File: config.mk
export PLATFORM = sky130hd
export DESIGN_NAME = execute_stage
export DESIGN_NICKNAME = d
export VERILOG_FILES = /design/src/rtl/exec_pkg.sv /design/src/rtl/alu_core.sv /design/src/rtl/execute_stage.sv
export SDC_FILE = /design/constraint.sdc
export NUM_CORES = 1
export LEC_CHECK = 0
export CORE_UTILIZATION = 54
export DETAILED_ROUTE_END_ITERATION = 8
export PLACE_DENSITY = 0.84
export RECOVER_POWER = 25
export SLEW_MARGIN = 20
export SYNTH_ARGS = -nofsm -noshare
export SYNTH_HDL_FRONTEND = slang
export SYNTH_SLANG_ARGS = --single-unit
File: constraint.sdc
create_clock -name clk -period 16.05 [get_ports clk]
set_input_delay 2.4075 -clock clk [delete_from_list [all_inputs] [get_ports clk]]
set_output_delay 2.4075 -clock clk [all_outputs]
set_load 0.05 [all_outputs]
File: src/rtl/exec_pkg.sv
// Shared encodings for the RV32 execute stage: ALU ops, forward selects,
// result-source selects and the iterative-multiplier state enum.
package exec_pkg;

    localparam logic [2:0] ALU_ADD = 3'b000;
    localparam logic [2:0] ALU_SUB = 3'b001;
    localparam logic [2:0] ALU_AND = 3'b010;
    localparam logic [2:0] ALU_OR  = 3'b011;
    localparam logic [2:0] ALU_SLT = 3'b101;
    localparam logic [2:0] ALU_MUL = 3'b111;

    localparam logic [1:0] FWD_RD  = 2'b00;
    localparam logic [1:0] FWD_WB  = 2'b01;
    localparam logic [1:0] FWD_MEM = 2'b10;

    localparam logic [1:0] RES_ALU = 2'b00;
    localparam logic [1:0] RES_MEM = 2'b01;
    localparam logic [1:0] RES_PC4 = 2'b10;

    typedef enum logic [1:0] {
        ST_IDLE = 2'b00,
        ST_MUL  = 2'b01,
        ST_DONE = 2'b10
    } mul_state_e;

endpackage

File: src/rtl/alu_core.sv
// Combinational single-cycle ALU: add, sub, and, or, signed slt, plus zero flag.
module alu_core
    import exec_pkg::*;
#(
    parameter int XLEN = 32
) (
    input  logic [XLEN-1:0] a_i,
    input  logic [XLEN-1:0] b_i,
    input  logic [2:0]      op_i,
    output logic [XLEN-1:0] result_o,
    output logic            zero_o
);

    logic slt_s;

    // Result select; unused opcodes (including mul) produce zero here.
    always_comb begin
        slt_s    = ($signed(a_i) < $signed(b_i));
        result_o = '0;
        case (op_i)
            ALU_ADD: result_o = a_i + b_i;
            ALU_SUB: result_o = a_i - b_i;
            ALU_AND: result_o = a_i & b_i;
            ALU_OR:  result_o = a_i | b_i;
            ALU_SLT: result_o = {{(XLEN-1){1'b0}}, slt_s};
            default: result_o = '0;
        endcase
    end

    assign zero_o = (result_o == '0);

endmodule

File: src/rtl/execute_stage.sv
// RV32 execute stage: operand forwarding, ALU, branch resolution and the E/M register.
// Define EXEC_MUL_EN to add the iterative shift-add multiplier (op 111) with stall request.
module execute_stage
    import exec_pkg::*;
#(
    parameter int PC_W = 5,
    parameter int XLEN = 32
) (
    input  logic            clk,
    input  logic            reset,
    input  logic [XLEN-1:0] RD1E,
    input  logic [XLEN-1:0] RD2E,
    input  logic [PC_W-1:0] PCE,
    input  logic [PC_W-1:0] PCPlus4E,
    input  logic [4:0]      RdE,
    input  logic [XLEN-1:0] ImmExtE,
    input  logic            RegWriteE,
    input  logic            MemWriteE,
    input  logic            JumpE,
    input  logic            BranchE,
    input  logic            ALUSrcE,
    input  logic [1:0]      ResultSrcE,
    input  logic [2:0]      ALUControlE,
    input  logic [1:0]      ForwardAE,
    input  logic [1:0]      ForwardBE,
    input  logic [XLEN-1:0] ResultW,
    output logic [XLEN-1:0] ALUResultM,
    output logic [XLEN-1:0] WriteDataM,
    output logic [4:0]      RdM,
    output logic [PC_W-1:0] PCPlus4M,
    output logic            RegWriteM,
    output logic            MemWriteM,
    output logic [1:0]      ResultSrcM,
    output logic            PCSrcE,
    output logic [PC_W-1:0] PCTargetE,
    output logic            BusyE
);

    logic [XLEN-1:0] src_a_s;
    logic [XLEN-1:0] write_data_s;
    logic [XLEN-1:0] src_b_s;
    logic [XLEN-1:0] alu_res_s;
    logic [XLEN-1:0] ex_res_s;
    logic            zero_s;
    logic            busy_s;

    logic [XLEN-1:0] alu_result_q, alu_result_d;
    logic [XLEN-1:0] write_data_q, write_data_d;
    logic [4:0]      rd_q, rd_d;
    logic [PC_W-1:0] pc_plus4_q, pc_plus4_d;
    logic            reg_write_q, reg_write_d;
    logic            mem_write_q, mem_write_d;
    logic [1:0]      result_src_q, result_src_d;

    // Operand forwarding; encoding 11 falls back to the register operand.
    always_comb begin
        case (ForwardAE)
            FWD_WB:  src_a_s = ResultW;
            FWD_MEM: src_a_s = alu_result_q;
            default: src_a_s = RD1E;
        endcase
        case (ForwardBE)
            FWD_WB:  write_data_s = ResultW;
            FWD_MEM: write_data_s = alu_result_q;
            default: write_data_s = RD2E;
        endcase
        if (ALUSrcE) begin
            src_b_s = ImmExtE;
        end else begin
            src_b_s = write_data_s;
        end
    end

    alu_core #(.XLEN(XLEN)) u_alu (
        .a_i      (src_a_s),
        .b_i      (src_b_s),
        .op_i     (ALUControlE),
        .result_o (alu_res_s),
        .zero_o   (zero_s)
    );

    assign PCSrcE    = JumpE | (BranchE & zero_s);
    assign PCTargetE = PCE + ImmExtE[PC_W-1:0];
    assign BusyE     = busy_s;

`ifdef EXEC_MUL_EN
    localparam int CNT_W = $clog2(XLEN);
    localparam logic [CNT_W-1:0] LAST_STEP = CNT_W'(XLEN - 1);

    mul_state_e      state_q, state_d;
    logic [XLEN-1:0] mcand_q, mcand_d;
    logic [XLEN-1:0] mplier_q, mplier_d;
    logic [XLEN-1:0] acc_q, acc_d;
    logic [CNT_W-1:0] cnt_q, cnt_d;

    // Multiplier sequencing: operands captured at issue, one shift-add per MUL cycle.
    always_comb begin
        state_d  = state_q;
        mcand_d  = mcand_q;
        mplier_d = mplier_q;
        acc_d    = acc_q;
        cnt_d    = cnt_q;
        busy_s   = 1'b0;
        ex_res_s = alu_res_s;
        case (state_q)
            ST_IDLE: begin
                if ((ALUControlE == ALU_MUL) && !reset) begin
                    busy_s   = 1'b1;
                    state_d  = ST_MUL;
                    mcand_d  = src_a_s;
                    mplier_d = src_b_s;
                    acc_d    = '0;
                    cnt_d    = '0;
                end else begin
                    state_d = ST_IDLE;
                end
            end
            ST_MUL: begin
                busy_s = 1'b1;
                if (mplier_q[0]) begin
                    acc_d = acc_q + mcand_q;
                end else begin
                    acc_d = acc_q;
                end
                mcand_d  = mcand_q << 1;
                mplier_d = mplier_q >> 1;
                cnt_d    = cnt_q + CNT_W'(1);
                if (cnt_q == LAST_STEP) begin
                    state_d = ST_DONE;
                end else begin
                    state_d = ST_MUL;
                end
            end
            ST_DONE: begin
                // E still holds the mul; hand the product to M and do not reissue.
                ex_res_s = acc_q;
                state_d  = ST_IDLE;
            end
            default: begin
                state_d = ST_IDLE;
            end
        endcase
    end

    // Multiplier state registers.
    always_ff @(posedge clk or posedge reset) begin
        if (reset) begin
            state_q  <= ST_IDLE;
            mcand_q  <= '0;
            mplier_q <= '0;
            acc_q    <= '0;
            cnt_q    <= '0;
        end else begin
            state_q  <= state_d;
            mcand_q  <= mcand_d;
            mplier_q <= mplier_d;
            acc_q    <= acc_d;
            cnt_q    <= cnt_d;
        end
    end
`else
    assign busy_s   = 1'b0;
    assign ex_res_s = alu_res_s;
`endif

    // E/M next value: a bubble while the stage is stalled.
    always_comb begin
        if (busy_s) begin
            alu_result_d = '0;
            write_data_d = '0;
            rd_d         = 5'd0;
            pc_plus4_d   = '0;
            reg_write_d  = 1'b0;
            mem_write_d  = 1'b0;
            result_src_d = RES_ALU;
        end else begin
            alu_result_d = ex_res_s;
            write_data_d = write_data_s;
            rd_d         = RdE;
            pc_plus4_d   = PCPlus4E;
            reg_write_d  = RegWriteE;
            mem_write_d  = MemWriteE;
            result_src_d = ResultSrcE;
        end
    end

    // E/M pipeline register.
    always_ff @(posedge clk or posedge reset) begin
        if (reset) begin
            alu_result_q <= '0;
            write_data_q <= '0;
            rd_q         <= 5'd0;
            pc_plus4_q   <= '0;
            reg_write_q  <= 1'b0;
            mem_write_q  <= 1'b0;
            result_src_q <= 2'b00;
        end else begin
            alu_result_q <= alu_result_d;
            write_data_q <= write_data_d;
            rd_q         <= rd_d;
            pc_plus4_q   <= pc_plus4_d;
            reg_write_q  <= reg_write_d;
            mem_write_q  <= mem_write_d;
            result_src_q <= result_src_d;
        end
    end

    assign ALUResultM = alu_result_q;
    assign WriteDataM = write_data_q;
    assign RdM        = rd_q;
    assign PCPlus4M   = pc_plus4_q;
    assign RegWriteM  = reg_write_q;
    assign MemWriteM  = mem_write_q;
    assign ResultSrcM = result_src_q;

endmodule

==> out/qor.csv, run 1 <==
metric;value;unit
cp.required;13.64;ns
max_slew.worst_pin.slew;3.182;ns
initial_core_util;55.09;%
fmax;0.08523;GHz
crit_fanout;32;
vias_per_cell;6.374;
path_cells;clkdlybuf4s50_1 -> ha_2 -> a22oi_1 -> nor2_1 -> a21oi_1 -> o21ai_0 -> ha_1 -> o21ai_0 -> a21oi_1 -> or3_1 -> a21boi_0 -> a21o_1 -> nand2_1 -> a21boi_0 -> o31ai_1 -> a311o_1 -> or4b_2 -> o41ai_2 -> clkdlybuf4s50_1;
critical_path_buf_inv_count;2;
finalCriticalPeriod;11.73;ns
pin_count;244;
die_w;131.8;um
grtUsageTotal;42.44;%
relSlewSlack;-112.1;%
ctsRootBufferMaster;clkbuf_16;
cts-buffers-inserted;9;
worstSetupPathType;in2out;
synth.net_count;1514;
final_nets;1699;
synthArstFlopShare;100.0;%
design.core.area;0.01652;sq mm
cts_resized;0;
syn_inst;1241;
timing.hold.ws;0.6765;ns
synth_warnings;0;
status;finished, violations left;
hold_buffers;0;
clk_pin_slew_worst_paths;0.07;ns
antenna_found_initial;1;
n_antenna_cell;0;
critPathMaxStageDelay;0.88;ns
dr.first_iter.drc_count;1260;
violations;capacitance limit, slew limit;
drive_gt1_share;4.193;%
grt_start_max_net_pins;65;
hold_viol;0;
synth_ff_type;dfrtp_1;
setup_viol;0;
first_pass_iters;6;
clock_path_buffers;2;
ys_ff_latch;78;
port_buffers;242;
grtUsageMet2;66.46;%
crit_arrival;9.32;ns
ys_seq_area_share;21.44;%
crit_family;compound AO/OA/AOI/OAI gates;
ys_types;83;
crit_slowest_cell;clkdlybuf4s50_1;
clk_latency;0.35;ns
overflow;0;
cap_violations;1;
start_kind;primary input;
htreeDepth;3;
grt_use_met1;57.57;%
vias;10520;
post_cts_buffers;0;
drc;0;
netlist_area;0.009104;sq mm
rsz0062_at_grt;no;
setup.worst_path.end_class;primary output;
drt-total-wl;37490;um
rows;47;
p_per_area;96.02;mW/mm^2
area_growth;30.24;%
skew;0.008150;ns
synth_edf_count;0;
use_met3;9.112;%
wire_per_inst;22.71;um
die-area;0.01738;sq mm
period_share;73.10;%
cts_tree;done;
finalWeightedCongestion;1.032;
dp_hpwl;29310;um
final-max-slew-violation-count;56;
grt_pass1_vias;9746;
final_antenna_net_count;0;
avgSynthCellArea;7.336;sq um
busiest_layer;met2;
hp-class;reg2reg;
die_h;131.8;um
grt_pass1_wl;57080;um
setup_tns;0;ns
vdd.ir_drop.worst;0.05653;mV
clock_sinks;78;
leakage;5.306;nW
## synthesized netlist by cell type, types with 5 or more instances
library cell	n	share of area (%)
buf_2	6	0.33
mux2i_1	10	1.1
nor3_1	20	1.1
o21ai_0	121	6.7
nor2_1	107	4.4
o31ai_1	11	0.91
o221ai_1	9	0.87
and3_1	5	0.34
dfrtp_1	78	21
nand3_1	14	0.77
nand2_1	125	5.2
xnor2_1	14	1.3
clkbuf_1	61	2.5
a21oi_1	116	6.4
a31oi_1	5	0.34
a211oi_1	15	1.2
nand4_1	13	0.89
nor2b_1	9	0.62
a221o_1	7	0.77
or2_2	7	0.48
nor4_1	7	0.48
a21o_1	17	1.4
inv_1	135	5.6
nand2b_1	13	0.89
or3_1	9	0.62
ha_1	111	15
o211ai_1	5	0.41
o21a_1	8	0.66
buf_1	7	0.29
o21bai_1	10	0.82
a22oi_1	65	5.4
## metal layers
layer  vias to the layer above  wire length [um]
li1                       4764                 -
met1                      4927             15220
met2                       728             16830
met3                       103              4193
met4                         2              1234
met5                         -                13
## report_power, final
part	leakage, nW	switching (W)	internal [W]
clock	0.139	0.0000914	0.000122
sequential	0.975	0.0000234	0.000225
combinational	4.19	0.000442	0.000235
total	5.31	0.000556	0.000582
## path summary, 6_finish.rpt
check,from,to,slack (ns),cells past startpoint
max reg2reg,ALUResultM[1],ALUResultM[31],11.15,15
max in group asynchronous,reset,ALUResultM[26],9.78,3
min in group asynchronous,reset,PCPlus4M[1],2.75,2
max,ForwardBE[1],PCSrcE,4.32,19
min reg2reg,ALUResultM[19],WriteDataM[19],0.68,4
min,ALUResultM[19],WriteDataM[19],0.68,4
## cell families after synthesis
family / Yosys count / share of synthesized area, %
adder cells (fa/ha/maj): 114 / 15.92
XOR/XNOR: 18 / 1.732
flip-flops: 78 / 21.44
AND/OR/NAND/NOR: 356 / 18.29
AO/OA/AOI/OAI: 448 / 31.95
buffers and inverters: 214 / 9.153
other: 1 / 0.04119
multiplexers: 12 / 1.471
## cell type report
type                       count  area (sq um)
timing repair buffer         252          2489
multi-input combinational    949          6329
clock inverter                 6         71.32
tap                          220         275.3
inverter                     136         511.7
fill                        1368          4668
clock buffer                  10         229.0
sequential                    78          1952
## worst min-delay path: stages (launching register included)
cell and delay, ns:
dfrtp_1 0.37, a22oi_1 0.09, nor2_1 0.09, a21oi_1 0.06, inv_1 0.05
## stage by stage
step	std cells	utilization (%)	cell area [sq um]	setup WS, ns	total power [W]
after detailed placement	1635	69.96	11560	4.507	0.0009056
after floorplan	1241	-	9104	5.694	0.0006814
after global placement	1635	69.96	11560	4.606	0.0009008
after global routing	1651	71.75	11860	4.060	0.001185
final	1651	71.75	11860	4.318	0.001138
after CTS	1651	71.77	11860	4.482	0.001118
## placed cells by master, fill, tap and decap left out, drive strengths merged, types with 9 or more instances in the layout
cell / n
a21o: 17
nand4: 13
nor2: 108
o31ai: 11
xnor2: 14
nand2b: 13
a211oi: 15
nor4: 9
mux2i: 10
nor2b: 10
ha: 111
nand3: 14
nand2: 126
clkbuf: 11
dfrtp: 78
dlygate4sd3: 15
o221ai: 9
inv: 135
buf: 10
a22oi: 65
a21oi: 116
nor3: 22
clkdlybuf4s50: 226
or3: 9
o21ai: 122
o21bai: 10
## state kept, by name (all words and copies together), names as in the netlist
name        cells
MemWriteM       1
WriteDataM     32
RdM             5
ResultSrcM      2
RegWriteM       1
PCPlus4M        5
ALUResultM     32
(Power assumes the default switching activity.)
==> run 2: changes to the inputs <==
- CORE_UTILIZATION: 54 -> 51
- PLACE_DENSITY: 0.84 -> 0.8
- clock period: 16.05 -> 11.4 ns (I/O delays scaled with it)
==> run 2 against run 1 <==
  * The run still ends with capacitance limit, slew limit left
  * Non-clock buffer count rose by 5
  * Sequential share of layout area fell by 0.11 points
  * Highest routed layer is now met4
  * Total power rose by 43%
  * Final cell count rose by 0.55%
  * Count of clock-buffer cells in the layout fell by 1
  * Via count fell by 0.11%
  * Sequential power rose by 40%
  * Worst hold slack improved by 0.022 ns
  * Largest power group unchanged
  * Flip-flop and latch count did not move
==> out/qor.csv, run 2 (synthesized netlist as in run 1, its figures left out) <==
metric;value;unit
crit_fanout;34;
die_w;135.6;um
leakage;5.352;nW
htreeDepth;3;
pin_count;244;
final-max-slew-violation-count;79;
max_slew.worst_pin.slew;4.380;ns
crit_start;ForwardBE[0];
rsz0062_at_grt;no;
grt_start_max_net_pins;79;
timing.hold.ws;0.6981;ns
post_cts_buffers;0;
finalWeightedCongestion;0.9982;
finalCriticalPeriod;10.34;ns
hp-class;reg2reg;
setup_tns;0;ns
final_nets;1704;
hold_viol;0;
drive_gt1_share;4.530;%
instances_no_fill;1660;
grtUsageTotal;40.82;%
post-place-ws;1.206;ns
crit_arrival;8.63;ns
clock_path_buffers;2;
wire_per_inst;22.70;um
cp.required;9.69;ns
n_antenna_cell;0;
initial_core_util;52.45;%
vias;10510;
rows;48;
period_share;90.67;%
multi_input_area;0.006329;sq mm
drt-total-wl;37680;um
cts_resized;0;
vdd.ir_drop.worst;0.1047;mV
overflow;0;
drc;0;
layout_commonest_cell;clkdlybuf4s50_1;
fillers;1522;
antenna_found_initial;0;
setup_viol;0;
cap_violations;1;
vias_per_cell;6.333;
final_antenna_net_count;0;
start_kind;primary input;
layout_setup_ws;1.064;ns
clock_sinks;78;
cts_tree;done;
status;finished, violations left;
setup.worst_path.end_class;primary output;
p_per_area;136.7;mW/mm^2
r2r_setup_slack;6.59;ns
placed_cells;1645;
design.core.area;0.01736;sq mm
first_pass_iters;6;
port_buffers;242;
grt_pass1_wl;56520;um
clk_pin_slew_worst_paths;0.06;ns
hold_buffers;0;
clk_latency;0.34;ns
final_cell_mix;clkdlybuf4s50_1, inv_1, nand2_1;
relSlewSlack;-192.0;%
die_h;135.6;um
min_from;ALUResultM[29];
violations;capacitance limit, slew limit;
worstSetupPathType;in2out;
area_growth;31.12;%
dp_hpwl;30210;um
die-area;0.01839;sq mm
dr.first_iter.drc_count;1191;
fmax;0.09675;GHz
ctsRootBufferMaster;clkbuf_16;
r2r_start;ALUResultM[10];
skew;0.004031;ns
grt_pass1_vias;9704;
cts-buffers-inserted;9;
seq_area;0.001952;sq mm
[run 2: cell types whose count changed in the layout (fill, tap and decap cells not counted), sizes merged]
cell      before  now
clkbuf        11   10
clkinvlp       3    2
inv          135  134
buf           10   15
bufinv         1    3
[run 2: power breakdown]
part / leakage (nW) / internal (W) / switching [W]
clock: 0.161 / 0.000213 / 0.000118
sequential: 0.975 / 0.000317 / 0.0000309
combinational: 4.21 / 0.000333 / 0.000620
[run 2: metrics by stage]
| step | power (W) | area (sq um) | utilization [%] |
|---|---|---|---|
| final | 0.001631 | 11940 | 68.77 |
| after CTS | 0.001612 | 11940 | 68.79 |
| after floorplan | 0.0009593 | 9104 | - |
| after detailed placement | 0.001280 | 11600 | 66.85 |
| after global routing | 0.001710 | 11940 | 68.77 |
| after global placement | 0.001273 | 11600 | 66.85 |
[run 2: area by class of cell]
type,instances,area share (%)
Clock buffer,9,1.887
Clock inverter,6,0.9329
Timing Repair Buffer,257,21.16
Multi-Input combinational cell,949,53.02
Sequential cell,78,16.35
Tap cell,225,2.359
Inverter,136,4.287
[run 2: per-layer routing]
metal / global-route usage, % / wire length, um
met5: 0 / 0
met2: 62.59 / 16680
met3: 8.343 / 4405
met1: 56.38 / 15310
met4: 14.42 / 1281
[run 2: critical path, cell delays in order]
cell and delay (ns):
clkdlybuf4s50_1 0.49, inv_1 0.06, ha_2 0.67, buf_4 0.43, a21oi_1 0.13, o21ai_0 0.58
inv_1 0.16, ha_1 0.28, nand2b_1 0.16, a21oi_1 0.24, nor3_1 0.14, and3_1 0.20
a22o_1 0.19, a2111oi_0 0.97, nor3_1 0.08, a211oi_1 0.24, nand2_1 0.10, or4b_2 0.66
o41ai_2 0.24, clkdlybuf4s50_1 0.88
[run 2: path summary, 6_finish.rpt]
kind / cells past startpoint / end
min reg2reg: 4 / WriteDataM[29]
max reg2reg: 15 / ALUResultM[31]
min: 4 / WriteDataM[29]
max: 20 / PCSrcE
max in group asynchronous: 3 / WriteDataM[5]
min in group asynchronous: 3 / PCPlus4M[0]
==> RTL edit: new RTL, config.mk and constraints of run 2 <==
Put a register stage on the outputs `PCSrcE`, `PCTargetE` and `BusyE`, cleared by the reset. The values now appear one clock later. The other outputs are not delayed to match.
--- a/src/rtl/execute_stage.sv
+++ b/src/rtl/execute_stage.sv
@@ -79,9 +79,17 @@
         .zero_o   (zero_s)
     );
 
-    assign PCSrcE    = JumpE | (BranchE & zero_s);
-    assign PCTargetE = PCE + ImmExtE[PC_W-1:0];
-    assign BusyE     = busy_s;
+    always_ff @(posedge clk or posedge reset) begin
+        if (reset) begin
+            PCSrcE    <= '0;
+            PCTargetE <= '0;
+            BusyE     <= '0;
+        end else begin
+            PCSrcE    <= JumpE | (BranchE & zero_s);
+            PCTargetE <= PCE + ImmExtE[PC_W-1:0];
+            BusyE     <= busy_s;
+        end
+    end
 
 `ifdef EXEC_MUL_EN
     localparam int CNT_W = $clog2(XLEN);
Function: changed (a bounded check fails within 4 cycles, from zero or initial values and one cycle with reset high).
==> RTL edit against run 2 <==
- the run still ends with max-capacitance violations, max-slew violations left
- routed wire length fell by 6.6%
- hold slack got worse by 0.017 ns
- die area rose by 1.9%
- worst setup slack improved by 2.9 ns
- register-to-register slack worse by 0.49 ns
- global-route usage is 3.4 points lower
- power down 5.4%
- sequential cell count grew 6
- synthesized area grew 1.9%
- maximum frequency grew 39%
- final area up 0.45%
- critical path depth increased by 1
- critical endpoint is now PCSrcE$_DFF_PP0_
- largest cell class unchanged
==> RTL edit: results (changes against run 2) <==
{| class="wikitable"
! Metric !! Value
|-
| GP Congestion || 1.01 (+1.4%)
|-
| Violated checks || max-capacitance violations, max-slew violations
|-
| Wl on met1 || 14,600 um (-4.7%)
|-
| Routed wire length on met2 || 15,800 um (-5.2%)
|-
| Max Transition Viols Final || 87 (+10%)
|-
| Clk network pwr share || 0.197 (-0.006)
|-
| GRT met3 Usage || 0.0607 (-0.0227)
|-
| Post-synthesis compound-gate area fraction || 0.318 (-0.00159)
|-
| CP Max Fanout || 64 (+88%)
|-
| Maximum number of pins on one net before global-route repair || 76 (-3.8%)
|-
| Fraction of power spent switching nets || 0.479 (+0.00803)
|-
| XOR/XNOR share of the synthesized area || 0.0198 (+0.00251)
|-
| Number of placed cells counting well taps || 1,638 (-0.43%)
|-
| Sequential share of power || 0.236 (+0.022)
|-
| Vias in the first global route || 9,755 (+0.53%)
|-
| Number of iterations in the first detailed-routing pass || 5 (-1)
|-
| Fraction of the mapped netlist area in adder cells || 0.156 (-0.00294)
|-
| Fillers || 1,544 (+1.4%)
|-
| Max stage delay on crit path || 0.64 ns (-0.33 ns)
|-
| Status || complete, but fails checks
|-
| Arrival time at the worst endpoint || 7.72 ns (-0.91 ns)
|-
| DR WL met3 || 3880 um (-12%)
|-
| Avg WL per Cell || 21.3 um (-6.3%)
|-
| Fraction of layout instances using a drive strength above 1 || 0.0420 (-0.00331)
|-
| Power after layout || 0.00154 W (-5.4%)
|-
| Tightest Pin Transition || 2.98 ns (-1.40 ns)
|-
| Most area-consuming cells after synthesis || dfrtp_1, ha_1, o21ai_0, inv_1, nand2_1
|-
| Mean instance size in the synthesized netlist || 7.50 um2 (+2.2%)
|-
| Share of flip-flops with an asynchronous set or reset after synthesis || 1.00 (unchanged)
|-
| Multiplexer share of the synthesized area || 0.0113 (-0.00337)
|-
| Met1 layer usage reported by global route || 0.521 (-0.0427)
|-
| Clock latency at the later pin of the worst-skew pair || 0.36 ns (+0.02 ns)
|-
| Tot GR Track Use || 0.375 (-0.0336)
|-
| Number of design-rule violations left by the first detailed-router iteration || 1,231 (+3.4%)
|-
| Clock skew after layout || 0.00599 ns (+0.00196 ns)
|-
| Met2 global-route usage || 0.589 (-0.0370)
|-
| Most numerous cell types in the synthesized netlist || inv_1, nand2_1, o21ai_0
|-
| Largest vdd supply drop || 0.103 mV (-1.4%)
|-
| Total via count after detailed routing || 10,398 (-1.1%)
|-
| Final net count || 1,697 (-0.41%)
|-
| Final HPWL DP || 26,900 um (-11%)
|-
| Vias/cell || 6.29 (-0.73%)
|-
| Syn nets || 1,510 (-0.26%)
|-
| Static Leakage || 5.30 nW (-0.91%)
|-
| Part of the Yosys area used for sequential elements || 0.227 (+0.0122)
|-
| # Max-Cap Violations || 2 (+1)
|}
==> RTL edit: cell count changes after synthesis, sizes merged, moves of 8 or more <==
cell	change
nor2	-20
a21oi	-18
inv	+16
o22ai	+13
clkbuf	-12
buf	+11
a2111oi	+10
o31ai	-8
==> RTL edit: per-stage QoR <==
stage / instance area (um2) / setup WS, ns
6_report: 12000 / 3.95
3_5_place_dp: 11700 / 3.79
2_1_floorplan: 9280 / 5.33
3_3_place_gp: 11700 / 3.77
5_1_grt: 12000 / 3.65
4_1_cts: 12000 / 4.15
==> RTL edit: path summary, 6_finish.rpt <==
| kind | start | end | slack [ns] | depth (start not counted) |
|---|---|---|---|---|
| worst max-delay path | ForwardBE[0] | PCSrcE$_DFF_PP0_ | 3.95 | 21 |
| worst min-delay path | ALUResultM[15]$_DFF_PP0_ | WriteDataM[15]$_DFF_PP0_ | 0.68 | 4 |
| worst max register to register | ALUResultM[0]$_DFF_PP0_ | PCSrcE$_DFF_PP0_ | 6.10 | 18 |
| worst min register to register | ALUResultM[15]$_DFF_PP0_ | WriteDataM[15]$_DFF_PP0_ | 0.68 | 4 |
| max in group asynchronous | reset | ALUResultM[28]$_DFF_PP0_ | 5.70 | 3 |
| min in group asynchronous | reset | RdM[2]$_DFF_PP0_ | 2.24 | 2 |
==> RTL edit: kinds of logic (layout without fill, tap and decap cells) <==
group,count (synthesis),after routing
xor gates and xnor gates,21,21
DFF,84,84
buffers and inverters,228,420
adders and majority gates,114,114
muxes,9,9
and+or+nand+nor,337,337
AOI/OAI and AO/OA,443,443
other,1,1
==> RTL edit: layout make-up <==
class | instances | share of cell area
clock buffers | 10 | 0.0199
clock inverters | 6 | 0.00449
inverters | 151 | 0.0474
multi-input cells | 925 | 0.522
flip-flops and latches | 84 | 0.175
well taps | 225 | 0.0235
repair buffers | 253 | 0.208
